--- src/rtl/game_sequencer_pkg.sv ---
// Shared state codes, BCD limit, default tick timing and the BCD increment helper
// used by the game sequencer and its score counter.
package game_pkg;

    typedef enum logic [2:0] {
        S_IDLE  = 3'd0,
        S_ARM   = 3'd1,
        S_RUN   = 3'd2,
        S_PAUSE = 3'd3,
        S_OVER  = 3'd4
    } state_t;

    localparam logic [15:0] BCD_MAX = 16'h9999;

    localparam int TICK_DIV_DEF  = 3000000;
    localparam int TICK_W_DEF    = 28;
    localparam int OVER_HOLD_DEF = 16;
    localparam int TICK_STEP_DEF = 250000;

    // Ripple a +1 through four BCD digits; each 9 rolls to 0 and carries on.
    function automatic logic [15:0] bcd_inc(input logic [15:0] v);
        logic [15:0] r;
        logic        c;
        r = v;
        c = 1'b1;
        for (int i = 0; i < 4; i++) begin
            if (c) begin
                if (r[i*4 +: 4] == 4'd9) begin
                    r[i*4 +: 4] = 4'd0;
                end else begin
                    r[i*4 +: 4] = r[i*4 +: 4] + 4'd1;
                    c           = 1'b0;
                end
            end
        end
        return r;
    endfunction

endpackage

--- src/rtl/game_sequencer_if.sv ---
// Control/datapath/display signal bundle of the game sequencer.
// master = sequencer side, slave = surrounding datapath, display and buttons.
interface game_sequencer_if;
    logic        go;
    logic        pause_req;
    logic        jump_btn;
    logic        lose;
    logic        pass;
    logic        frame_done;
    logic        start;
    logic        step;
    logic        jump;
    logic [2:0]  state;
    logic [15:0] score;
    logic        overrun;

    modport master (
        input  go, pause_req, jump_btn, lose, pass, frame_done,
        output start, step, jump, state, score, overrun
    );

    modport slave (
        output go, pause_req, jump_btn, lose, pass, frame_done,
        input  start, step, jump, state, score, overrun
    );
endinterface

--- src/rtl/game_sequencer_bcd_score.sv ---
// 4-digit BCD score counter with clear and saturation at 9999; score updates one
// cycle after inc, units_wrap is combinational with the inc that rolls units 9->0.
module seq_bcd_score
    import game_pkg::*;
(
    input  logic        clk,
    input  logic        reset,
    input  logic        clr,
    input  logic        inc,
    output logic [15:0] score,
    output logic        units_wrap
);

    logic adv;

    assign adv        = inc && (score != BCD_MAX);
    assign units_wrap = adv && (score[3:0] == 4'd9);

    always_ff @(posedge clk) begin
        if (reset || clr) begin
            score <= '0;
        end else if (adv) begin
            score <= bcd_inc(score);
        end
    end

endmodule

--- src/rtl/game_sequencer.sv ---
// Game controller: state machine, tick divider, frame-locked step strobe (1 cycle after
// tick+frame), jump capture and BCD score; no backpressure. SEQ_SPEEDUP_EN adds speed levels.
module game_sequencer
    import game_pkg::*;
#(
    parameter int TICK_DIV  = TICK_DIV_DEF,
    parameter int TICK_W    = TICK_W_DEF,
    parameter int OVER_HOLD = OVER_HOLD_DEF,
    parameter int TICK_STEP = TICK_STEP_DEF
) (
    input  logic              clk,
    input  logic              reset,
    game_sequencer_if.master  bus
);

    localparam int                OC_W        = $clog2(OVER_HOLD + 1);
    localparam logic [TICK_W-1:0] RELOAD_BASE = TICK_W'(TICK_DIV - 1);

    state_t            state, state_nxt;
    logic [TICK_W-1:0] cnt, reload;
    logic              tick_pend, frame_rdy, overrun, jump_lat;
    logic              step_q, jump_q, pause_prev, start;
    logic [2:0]        jsync;
    logic [OC_W-1:0]   over_cnt;
    logic              run, arm, tick, issue, jedge, pause_rise;
    logic              score_inc, units_wrap;
    logic [15:0]       score;

    assign run        = (state == S_RUN);
    assign arm        = (state == S_ARM);
    assign tick       = run && (cnt == '0);
    // A collision wins over a step that would otherwise issue this edge.
    assign issue      = run && tick_pend && frame_rdy && !bus.lose;
    assign jedge      = jsync[1] && !jsync[2];
    assign pause_rise = bus.pause_req && !pause_prev;
    assign score_inc  = run && bus.pass && !bus.lose;

    always_comb begin
        state_nxt = state;
        start     = 1'b0;
        case (state)
            S_IDLE: begin
                start = 1'b1;
                if (bus.go) state_nxt = S_ARM;
            end
            S_ARM: begin
                start = 1'b1;
                if (!bus.go) state_nxt = S_RUN;
            end
            S_RUN: begin
                if (bus.lose)      state_nxt = S_OVER;
                else if (pause_rise) state_nxt = S_PAUSE;
            end
            S_PAUSE: begin
                if (bus.go)          state_nxt = S_IDLE;
                else if (pause_rise) state_nxt = S_RUN;
            end
            S_OVER: begin
                if (bus.go && over_cnt == OC_W'(OVER_HOLD)) state_nxt = S_IDLE;
            end
            default: state_nxt = S_IDLE;
        endcase
    end

    always_ff @(posedge clk) begin
        if (reset) begin
            state      <= S_IDLE;
            cnt        <= RELOAD_BASE;
            tick_pend  <= 1'b0;
            frame_rdy  <= 1'b0;
            overrun    <= 1'b0;
            jump_lat   <= 1'b0;
            step_q     <= 1'b0;
            jump_q     <= 1'b0;
            jsync      <= '0;
            pause_prev <= 1'b0;
            over_cnt   <= '0;
        end else begin
            state      <= state_nxt;
            pause_prev <= bus.pause_req;
            jsync      <= {jsync[1:0], bus.jump_btn};
            step_q     <= issue;
            jump_q     <= issue && jump_lat;

            if (arm) begin
                cnt       <= RELOAD_BASE;
                tick_pend <= 1'b0;
                frame_rdy <= 1'b0;
                overrun   <= 1'b0;
                jump_lat  <= 1'b0;
            end else begin
                if (run) cnt <= tick ? reload : cnt - TICK_W'(1);

                // A tick landing on the issue edge re-arms tick_pend instead of being dropped.
                if (issue)     tick_pend <= tick;
                else if (tick) tick_pend <= 1'b1;
                if (tick && tick_pend && !issue) overrun <= 1'b1;

                if (issue)               frame_rdy <= bus.frame_done;
                else if (bus.frame_done) frame_rdy <= 1'b1;

                if (run) begin
                    if (issue)      jump_lat <= jedge;
                    else if (jedge) jump_lat <= 1'b1;
                end
            end

            if (state != S_OVER)
                over_cnt <= '0;
            else if (bus.frame_done && over_cnt != OC_W'(OVER_HOLD))
                over_cnt <= over_cnt + OC_W'(1);
        end
    end

`ifdef SEQ_SPEEDUP_EN
    logic [2:0] level;

    always_ff @(posedge clk) begin
        if (reset || arm)                     level <= '0;
        else if (units_wrap && level != 3'd7) level <= level + 3'd1;
    end

    assign reload = RELOAD_BASE - TICK_W'(level) * TICK_W'(TICK_STEP);
`else
    localparam int step_unused = TICK_STEP;
    logic          wrap_unused;

    assign wrap_unused = units_wrap;
    assign reload      = RELOAD_BASE;
`endif

    seq_bcd_score u_score (
        .clk        (clk),
        .reset      (reset),
        .clr        (arm),
        .inc        (score_inc),
        .score      (score),
        .units_wrap (units_wrap)
    );

    assign bus.start   = start;
    assign bus.step    = step_q;
    assign bus.jump    = jump_q;
    assign bus.state   = state;
    assign bus.score   = score;
    assign bus.overrun = overrun;

endmodule

--- src/flat_wrapper.sv ---
// flat-port wrapper written by rule: the top's interface ports become plain ports
module game_sequencer_flat import game_pkg::*;
#(
    parameter int TICK_DIV  = TICK_DIV_DEF,
    parameter int TICK_W    = TICK_W_DEF,
    parameter int OVER_HOLD = OVER_HOLD_DEF,
    parameter int TICK_STEP = TICK_STEP_DEF
)
  (clk, reset, bus_go, bus_pause_req, bus_jump_btn, bus_lose, bus_pass, bus_frame_done, bus_start, bus_step, bus_jump, bus_state, bus_score, bus_overrun);
  game_sequencer_if bus_i ();
  input  logic clk;
  input  logic reset;
  input wire logic [$bits(bus_i.go)-1:0] bus_go;
  input wire logic [$bits(bus_i.pause_req)-1:0] bus_pause_req;
  input wire logic [$bits(bus_i.jump_btn)-1:0] bus_jump_btn;
  input wire logic [$bits(bus_i.lose)-1:0] bus_lose;
  input wire logic [$bits(bus_i.pass)-1:0] bus_pass;
  input wire logic [$bits(bus_i.frame_done)-1:0] bus_frame_done;
  output wire logic [$bits(bus_i.start)-1:0] bus_start;
  output wire logic [$bits(bus_i.step)-1:0] bus_step;
  output wire logic [$bits(bus_i.jump)-1:0] bus_jump;
  output wire logic [$bits(bus_i.state)-1:0] bus_state;
  output wire logic [$bits(bus_i.score)-1:0] bus_score;
  output wire logic [$bits(bus_i.overrun)-1:0] bus_overrun;
  assign bus_i.go = bus_go;
  assign bus_i.pause_req = bus_pause_req;
  assign bus_i.jump_btn = bus_jump_btn;
  assign bus_i.lose = bus_lose;
  assign bus_i.pass = bus_pass;
  assign bus_i.frame_done = bus_frame_done;
  assign bus_start = bus_i.start;
  assign bus_step = bus_i.step;
  assign bus_jump = bus_i.jump;
  assign bus_state = bus_i.state;
  assign bus_score = bus_i.score;
  assign bus_overrun = bus_i.overrun;
  game_sequencer #(.TICK_DIV(TICK_DIV), .TICK_W(TICK_W), .OVER_HOLD(OVER_HOLD), .TICK_STEP(TICK_STEP)) u_core (.clk(clk), .reset(reset), .bus(bus_i));
endmodule
--- config.mk ---
export PLATFORM = sky130hd
export DESIGN_NAME = game_sequencer_flat
export DESIGN_NICKNAME = d
export VERILOG_FILES = /design/src/rtl/game_sequencer_pkg.sv /design/src/rtl/game_sequencer_if.sv /design/src/rtl/game_sequencer_bcd_score.sv /design/src/rtl/game_sequencer.sv /design/src/flat_wrapper.sv
export SDC_FILE = /design/constraint.sdc
export NUM_CORES = 1
export LEC_CHECK = 0
export CORE_UTILIZATION = 42
export DETAILED_ROUTE_END_ITERATION = 6
export PLACE_DENSITY = 0.65
export SETUP_SLACK_MARGIN = 0.05
export SLEW_MARGIN = 10
export SYNTH_ARGS = -nofsm -noshare
export SYNTH_HDL_FRONTEND = slang
export SYNTH_SLANG_ARGS = --single-unit
--- constraint.sdc ---
create_clock -name clk -period 2.58 [get_ports clk]
set_clock_uncertainty 0.2 [all_clocks]
set_input_delay 0.516 -clock clk [delete_from_list [all_inputs] [get_ports clk]]
set_output_delay 0.516 -clock clk [all_outputs]
set_load 0.03 [all_outputs]
=== Word level (Yosys, flattened, before mapping) ===
Cells that the tools add are included.

* Register bits: 62
* Latch bits: 0
* RAM bits: 0
* Bits in read-only memories: 0
* Input port bits: 8
* Output and inout bits: 23
* Memories: 0

* $add $sub $neg: 6
* Multipliers: 0
* Divide/modulo/power cells: 0
* Order comparisons: 0
* Equal/unequal tests: 17
* Shifts and indexed selects: 0
* Mux-type cells: 31
* Bitwise logic cells: 0
* Reductions and logical operators: 32

{| class="wikitable"
|+ Operators with widths
! cell !! count
|-
| zero test 28 bit || 1
|-
| two-way mux 28 bit || 1
|-
| subtractor 28 x 1 -> 28 bit (second input constant) || 1
|-
| two-way mux 3 bit || 7
|-
| two-way mux 1 bit || 18
|-
| adder 4 x 1 -> 4 bit (second input constant) || 4
|-
| == test 4 bit (second input constant) || 4
|-
| two-way mux 4 bit || 4
|-
| inequality test 16 bit (second input constant) || 1
|-
| one-hot mux 3 bit (5 select lines) || 1
|-
| logical AND 1 bit || 14
|-
| AND reduction 2 bit || 4
|-
| == test 3 x 2 -> 1 bit (second input constant) || 2
|-
| inequality test 3 bit (second input constant) || 2
|-
| nonzero test 2 bit || 3
|-
| OR reduction 2 bit || 3
|-
| adder 5 x 1 -> 5 bit (second input constant) || 1
|-
| == test 5 bit (second input constant) || 1
|-
| inequality test 5 bit (second input constant) || 1
|-
| AND reduction 5 bit || 1
|-
| zero test 1 bit || 4
|-
| inequality test 2 bit (second input constant) || 2
|-
| == test 3 x 1 -> 1 bit (second input constant) || 1
|-
| == test 3 bit (second input constant) || 1
|-
| other kinds (4) || 4
|}

=== Logic depth before layout (Yosys ltp) ===
Gate-level depths: netlist of the first run.

* Depth after elaboration: 13
* Gate-level depth with buffers: 7
* Mapped depth without buffers: 7

=== Hierarchy ===
Synthesis of the first run repeated with hierarchy kept, for this count alone.

* Cell total of the unflattened synthesis: 339
* Area total of the unflattened synthesis: 2931.6 um^2

{| class="wikitable"
|+ Modules (own cells, without submodules)
! module !! times used !! cells each !! area an instance (um^2) !! seq. area each (um^2)
|-
| game_sequencer || 1 || 238 || 2082.0 || 920.9
|-
| seq_bcd_score || 1 || 101 || 849.6 || 320.3
|}

=== Least setup slack after synthesis of the first run ===
No wires, ideal clock.

* Path type: reg-to-reg
* Start point: register u_core.state[1], in the netlist u_core.bus.state[1]
* End point: register u_core.cnt[25]
* Data arrival time: 2190 ps
* Required time: 2310 ps
* Path slack: 119 ps
* Cell stages (with the launch flop): 8
* Cell sequence: dfxtp_1 -> buf_2 -> nor3b_1 -> clkbuf_1 -> and2_1 -> nand2_1 -> or4b_1 -> a21oi_1

* Cells in the longest elaborated chain, start to end: 3
* Elaborated cells on any way between the ends: 5
* Those cells by class: 2 x eq/ne; 1 x mux; 2 x reduce/logical

{| class="wikitable"
|+ Ends and longest elaborated chain
! what !! line !! text
|-
| start, declared || game_sequencer.sv:19 || <nowiki>state_t state, state_nxt;</nowiki>
|-
| start signal, assigned || game_sequencer.sv:79 || <nowiki>state <= state_nxt;</nowiki>
|-
| == test 3 x 2 -> 1 bit || game_sequencer.sv:29 || <nowiki>assign run = (state == S_RUN);</nowiki>
|-
| logical AND 1 bit || game_sequencer.sv:31 || <nowiki>assign tick = run && (cnt == '0);</nowiki>
|-
| two-way mux 28 bit || game_sequencer.sv:92 || <nowiki>if (run) cnt <= tick ? reload : cnt - TICK_W'(1);</nowiki>
|-
| end signal, assigned || game_sequencer.sv:92 ||
|-
| end, declared || game_sequencer.sv:20 || <nowiki>logic [TICK_W-1:0] cnt, reload;</nowiki>
|}

Several ways; a longest one is shown, not always the timed one.
A chain may end at the register's enable or synchronous reset.

=== Worst setup path in the final report of the first run ===
* Start point: register u_core.cnt[8]
* End point: register u_core.cnt[26]

* Cells in the longest elaborated chain, start to end: 3
* Elaborated cells on any way between the ends: 4
* Those cells by class: 1 x add/sub; 1 x mux; 2 x reduce/logical

{| class="wikitable"
|+ Ends and longest elaborated chain
! what !! line
|-
| branches (longest 2 deep; another with subtractor 28 x 1 -> 28 bit) || n/a
|-
| two-way mux 28 bit (*) || game_sequencer.sv:92
|}

Mark *: on every way between the ends.

==> flow_summary_export.csv, run 1 <==
group,metric,value,unit
setup_path,cp_max_fo,11,
clock_tree,cts_tree,"yes",
setup_path,path_class,"reg2reg",
route,dr.pass1.iters,6,
min_path,hold_class,"reg2reg",
cells_and_area,seq_area,0.00124,sq mm
clock_tree,clock_path_buffers,2,
setup_path,end_kind,"flop",
clock_tree,htree_levels,3,
floorplanning,die_x,85.0,um
timing,min_period,2.37,ns
pwr,p_per_area,507,mW/mm^2
floorplanning,rows,29,
synthesis,synth-edff-count,0,
setup_path,crit_arrival,2.37,ns
floorplanning,die_h,85.0,um
route,vias,2467,
floorplanning,die_area,0.00722,sq mm
route,routed_wl,5810,um
cells_and_area,n_antenna_cell,0,
route,wl_per_cell,12.6,um
placed_design,dp_slack,0.144,ns
setup_path,reg2reg_to,"u_core.cnt[26]",
cells_and_area,nFillCells,625,
job,cap_violations,0,
route,final_antenna_net_count,0,
floorplanning,core,0.00649,sq mm
timing,hold_ws,0.243,ns
timing,setup_viol,0,
setup_path,start_kind,"flop",
synthesis,synth_seq_area_share,42.9,%
cells_and_area,final_cell_area,0.00351,sq mm
grt,grt_pass1_vias,2214,
timing,setup_slack,0.211,ns
placed_design,dp_hpwl,4160,um
synthesis,ys_types,49,
grt,antenna_found_initial,0,
synthesis,syn_area_per_cell,8.53,sq um
setup_path,reg2reg_depth,6,
setup_path,cp.required,2.58,ns
placed_design,gp_congestion,0.779,
synthesis,synthesis.area,0.00289,sq mm
pwr,p_leak,1.20,nW
synthesis,synth_ff_type,"dfxtp_1",
timing,fmax,422,MHz
grt,grt_max_degree,18,
cells_and_area,multi_input_area,0.00156,sq mm
grt,grt_usage,17.2,%
timing,hold_viol,0,
clock_tree,cts_resized,0,
clock_tree,clk_pin_slew,0.07,ns
setup_path,cpPeakStageDelay,0.57,ns
pwr,vdd.ir_drop.worst,0.000335,V
clock_tree,numCtsBuffers,9,
placed_design,dp.cells,449,
clock_tree,cts.sinks,62,
setup_path,cp_top_family,"simple AND/OR/NAND/NOR gates",
setup_path,crit_chain,"or4_4, nor4b_2, buf_4, nand2_1, o311ai_0, o21ai_0",
synthesis,synthCells,339,
setup_path,worst-path-buf-inv,1,
timing,relSlewSlack,68.3,%
min_path,hold-path-endpoint,"u_core.jsync[1]",
clock_tree,clockRootBuffer,"clkbuf_8",
grt,overflow,0,
cells_and_area,layout.nets,395,
timing,finalSetupTns,0,ns
synthesis,syn_nets,351,
clock_tree,cts_setup_buffers,0,
placed_design,io_buffers,30,
timing,worst_pin_slew,0.469,ns
outcome,failed_checks,"DRC",
synthesis,yosys_warnings,0,
route,drc,2,
cells_and_area,final_common_cell,"dfxtp_1",
synthesis,ys_ff_latch,62,
route,via_per_inst,5.33,
cells_and_area,drive_gt1_share,9.59,%
grt,grt_pass1_wl,9930,um
min_path,hold_path.startpoint,"u_core.jsync[0]",
setup_path,rrSetupSlack,0.21,ns
cells_and_area,area_growth,21.5,%
outcome,status,"complete, but fails checks",
timing,rsz0062_at_grt,"false",
synthesis,synthArstFlopShare,0,%
timing,fin_crit_sh,91.8,%
cells_and_area,final_cell_mix,"dfxtp_1, nor2_1, nand2_1, clkdlybuf4s50_1, a21oi_1",
min_path,whs_path_depth,1,
setup_path,r2r-start,"u_core.cnt[8]",
floorplanning,start_util,44.5,%
route,drt_iter0_drc,79,
placed_design,place_area,0.00336,sq mm
clock_tree,cts_hold_buf,0,
floorplanning,pin_count,31,
cells_and_area,instances_no_fill,463,
timing,maxSlewViolCount,0,
setup_path,slowest_stage,"or4_4",
clock_tree,clk_latency,0.33,ns
stage by stage:
| step | power, mW | util [%] |
|---|---|---|
| 2_1_floorplan | 1.04 | - |
| 6_report | 1.78 | 54.1 |
| 4_1_cts | 1.80 | 54.1 |
| 3_3_place_gp | 1.08 | 51.7 |
| 5_1_grt | 1.85 | 54.1 |
| 3_5_place_dp | 1.08 | 51.7 |
area by class of cell:
type | count | share of cell area, %
well taps | 77 | 2.74
inverters | 10 | 1.07
repair buffers | 46 | 12.0
clock buffers | 12 | 4.13
flip-flops and latches | 62 | 35.4
clock inverters | 2 | 0.285
multi-input cells | 254 | 44.4
state kept, by name (all words and copies together), names as in the netlist:
name and flops:
u_core.bus.jump 1, u_core.bus.overrun 1, u_core.u_score.score 16, u_core.bus.step 1, u_core.bus.state 3, u_core.jsync 3, u_core.tick_pend 1, u_core.cnt 28
u_core.frame_rdy 1, u_core.over_cnt 5, u_core.jump_lat 1, u_core.pause_prev 1
power by group:
part | switching (mW) | internal, mW
combinational | 0.0528 | 0.0407
sequential | 0.00473 | 0.964
clock | 0.354 | 0.362
total | 0.412 | 1.37
kinds of logic after synthesis:
family,Yosys count,share of synthesized area [%]
and+or+nand+nor,171,32.4
buffers and inverters,23,3.07
AOI/OAI and AO/OA,47,10.0
xor gates and xnor gates,29,8.79
adders and majority gates,4,1.73
DFF,62,42.9
muxes,3,1.04
synthesized netlist by cell type (all sizes together), types with 4 or more instances:
library cell | count | area [sq um]
inv | 10 | 37.5
xnor2 | 18 | 158
a21oi | 20 | 100
or4 | 6 | 48.8
xor2 | 11 | 96.3
dfxtp | 62 | 1240
nor2 | 38 | 143
nand3 | 8 | 40.0
nand2 | 36 | 135
nor2b | 13 | 81.3
and2 | 5 | 31.3
nand2b | 5 | 31.3
clkbuf | 11 | 41.3
nand4 | 11 | 68.8
or3 | 5 | 31.3
nor4 | 10 | 68.8
ha | 4 | 50.1
nor3 | 12 | 60.1
o21ai | 10 | 50.1
worst register-to-register path: stages (launching register included):
cell and delay, ns:
dfxtp_1 0.35, or4_4 0.57, nor4b_2 0.33, buf_4 0.22, nand2_1 0.11, o311ai_0 0.34, o21ai_0 0.13
routing by layer:
layer | up-vias | share of wire, % | track usage [%]
met5 | - | 0 | 0
met4 | 0 | 1.4 | 8.78
met3 | 8 | 3.2 | 3.89
met2 | 30 | 45 | 26.8
met1 | 1147 | 50 | 22.4
li1 | 1282 | - | -
worst max path at each step:
stage          slack (ns)                        to  cells past startpoint                start
6_report             0.21            u_core.cnt[26]                      6        u_core.cnt[8]
5_1_grt              0.09            u_core.cnt[26]                      6        u_core.cnt[8]
4_1_cts              0.21            u_core.cnt[26]                      6        u_core.cnt[8]
3_5_place_dp         0.14  u_core.u_score.score[13]                      7             bus_lose
3_3_place_gp         0.16  u_core.u_score.score[13]                      7             bus_lose
2_1_floorplan        0.12            u_core.cnt[25]                      7  u_core.bus.state[1]
No activity file was read; power rests on OpenSTA's default activity.
==> inputs of run 2 (changes only) <==
--- a/config.mk
+++ b/config.mk
@@ -12,4 +12,5 @@
 export SLEW_MARGIN = 10
 export SYNTH_ARGS = -nofsm -noshare
 export SYNTH_HDL_FRONTEND = slang
+export SYNTH_HIERARCHICAL = 1
 export SYNTH_SLANG_ARGS = --single-unit
==> constraint.sdc (replaced) <==
create_clock -name clk -period 2.3 [get_ports clk]
set_clock_uncertainty 0.2 [all_clocks]
set_input_delay 0.46 -clock clk [delete_from_list [all_inputs] [get_ports clk]]
set_output_delay 0.46 -clock clk [all_outputs]
set_load 0.03 [all_outputs]
==> flow_summary_export.csv, run 2 <==
group,metric,value,unit
outcome,status,"finished, final reports clean",
cells_and_area,top_regs,"u_core/cnt (28), u_core/u_score/score (16), u_core/over_cnt (5)",
setup_path,r2r-start,"u_core/cnt[11]",
clock_tree,htree_levels,3,
placed_design,io_buffers,30,
floorplanning,core,0.00676,sq mm
min_path,hold-path-endpoint,"u_core/jsync[1]",
pwr,p_per_area,643,mW/mm^2
clock_tree,cts_tree,"yes",
route,wl_per_cell,13.1,um
synthesis,synth_seq_area_share,42.3,%
cells_and_area,final_cell_mix,"dfxtp_1, nor2_1, clkdlybuf4s50_1, buf_4, nand2_1",
grt,grt_max_degree,16,
placed_design,dp_hpwl,4320,um
clock_tree,cts_setup_buffers,0,
grt,grt_pass1_vias,2322,
clock_tree,numCtsBuffers,9,
route,dr.pass1.iters,4,
route,drc,0,
timing,hold_viol,0,
synthesis,yosysTopAreaCellShare,42.3,%
grt,antenna_found_initial,0,
cells_and_area,final_common_cell,"dfxtp_1",
pwr,p_leak,1.31,nW
grt,overflow,0,
pwr,vdd.ir_drop.worst,0.000310,V
job,cap_violations,0,
setup_path,end_kind,"flop",
synthesis,synth.most_common_cell,"dfxtp_1",
synthesis,syn_area_per_cell,8.65,sq um
synthesis,ys_top_cells_by_area,"dfxtp_1, nor2_1, xnor2_1",
setup_path,cp_max_fo,9,
synthesis,synthArstFlopShare,0,%
clock_tree,clock_path_buffers,2,
grt,grt_pass1_wl,10400,um
floorplanning,rows,30,
synthesis,synthesis.area,0.00293,sq mm
synthesis,synth_commonest_cells,"dfxtp_1, nor2_1, nand2_1, a21oi_1",
timing,fmax,448,MHz
placed_design,gp_congestion,0.823,
cells_and_area,n_antenna_cell,0,
setup_path,rrSetupSlack,0.07,ns
min_path,hold_path.startpoint,"u_core/jsync[0]",
synthesis,yosys_warnings,6,
cells_and_area,top_register,"u_core/cnt",
synthesis,synth-edff-count,0,
setup_path,crit_arrival,2.25,ns
route,final_antenna_net_count,0,
clock_tree,cts_hold_buf,0,
setup_path,path_class,"reg2reg",
cells_and_area,drive_gt1_share,18.5,%
route,via_per_inst,5.37,
floorplanning,start_util,43.4,%
pwr,finalPower,2.40,mW
synthesis,synthCells,339,
floorplanning,pin_count,31,
min_path,hold_class,"reg2reg",
floorplanning,die_area,0.00732,sq mm
synthesis,ys_types,54,
route,drt_iter0_drc,110,
cells_and_area,instances_no_fill,479,
cells_and_area,largest_reg_flops,28,
clock_tree,clk_pin_slew,0.07,ns
synthesis,yosys.area.top_type,"dfxtp_1",
timing,maxSlewViolCount,0,
clock_tree,clk_latency,0.33,ns
clock_tree,cts.sinks,62,
floorplanning,die_h,85.5,um
route,routed_wl,6260,um
setup_path,reg2reg_depth,5,
synthesis,synth_ff_type,"dfxtp_1",
synthesis,syn_nets,351,
timing,rsz0062_at_grt,"true",
min_path,whs_path_depth,1,
cells_and_area,layout.nets,406,
cells_and_area,area_growth,27.2,%
setup_path,start_kind,"flop",
clock_tree,clockRootBuffer,"clkbuf_8",
timing,relSlewSlack,66.8,%
grt,grt_usage,17.8,%
setup_path,cp.required,2.32,ns
setup_path,reg2reg_to,"u_core/cnt[24]",
floorplanning,die_x,85.5,um
placed_design,dp.cells,463,
route,vias,2571,
timing,min_period,2.23,ns
timing,fin_crit_sh,97.2,%
timing,setup_viol,0,
timing,worst_pin_slew,0.491,ns
synthesis,ys_ff_latch,62,
[run 2: cell count changes after synthesis, sizes merged, moves of 3 or more]
cell	before	now
a211oi	0	3
a21oi	20	15
nand2	36	27
nand3	8	12
nand4	11	14
nor2b	13	8
or3	5	10
xnor2	18	14
xor2	11	14
[run 2: worst max path at each step]
| stage | from | depth (start not counted) | to | slack [ns] |
|---|---|---|---|---|
| 6_report | u_core/cnt[11] | 5 | u_core/cnt[24] | 0.07 |
| 5_1_grt | u_core/cnt[21] | 5 | u_core/cnt[27] | -0.009 |
| 4_1_cts | u_core/cnt[11] | 5 | u_core/cnt[24] | 0.07 |
| 3_5_place_dp | u_core/cnt[11] | 5 | u_core/cnt[24] | -0.06 |
| 3_3_place_gp | u_core/cnt[11] | 5 | u_core/cnt[24] | -0.04 |
| 2_1_floorplan | u_core/bus.state[0] | 8 | u_core/u_score/score[7] | -0.05 |
[run 2: cells by family (layout without fill, tap and decap cells)]
family                   count (synthesis)  count (layout)  share of synthesized area (%)
AO/OA/AOI/OAI                           46              46                           10.0
XOR/XNOR                                28              28                           8.37
multiplexers                             4               4                           1.37
AND/OR/NAND/NOR                        171             171                           32.7
buffers and inverters                   24              84                           3.50
flip-flops                              62              62                           42.3
adder cells (fa/ha/maj)                  4               4                           1.71
[run 2: layer usage]
layer | GRT usage, % | share of wire (%)
met5 | 0 | 0
met3 | 2.98 | 3.5
met2 | 28.0 | 45
met4 | 9.09 | 1.8
met1 | 23.5 | 50
[run 2: metrics by stage]
| stage | hold slack (ns) | setup slack [ns] | cell area, sq um | setup TNS (ns) | utilization (%) |
|---|---|---|---|---|---|
| 2_1_floorplan | 0.214 | -0.0480 | 2990 | -0.104 | - |
| 3_3_place_gp | 0.226 | -0.0402 | 3500 | -0.0694 | 51.7 |
| 3_5_place_dp | 0.231 | -0.0627 | 3500 | -0.137 | 51.7 |
| 4_1_cts | 0.248 | 0.0711 | 3700 | 0 | 54.8 |
| 5_1_grt | 0.261 | -0.00889 | 3730 | -0.00889 | 55.2 |
| 6_report | 0.242 | 0.0655 | 3730 | 0 | 55.2 |
[run 2: repair_timing]
| action | in CTS | in global routing |
|---|---|---|
| pin swaps | 1 | 2 |
| setup endpoints to repair | 8 | 29 |
| cloned | 0 | 0 |
| resized for setup | 2 | 8 |
[run 2: cell type report]
type                            count  area [sq um]
Clock buffer                       13           159
Clock inverter                      3          42.5
Fill cell                         615          3030
Inverter                           10          37.5
Multi-Input combinational cell    253          1630
Sequential cell                    62          1250
Tap cell                           80           100
Timing Repair Buffer               58           509
[run 2: power by group]
group	internal (mW)	total [mW]	switching, mW
Clock	0.559	0.970	0.411
Sequential	1.10	1.11	0.0138
Combinational	0.131	0.316	0.186
[run 2: worst max-delay path: stages, from the launching register on]
cell and delay (ns):
dfxtp_2 0.32, or4_4 0.53, or3_4 0.40, or4_4 0.43
o211ai_2 0.16, o31ai_1 0.08
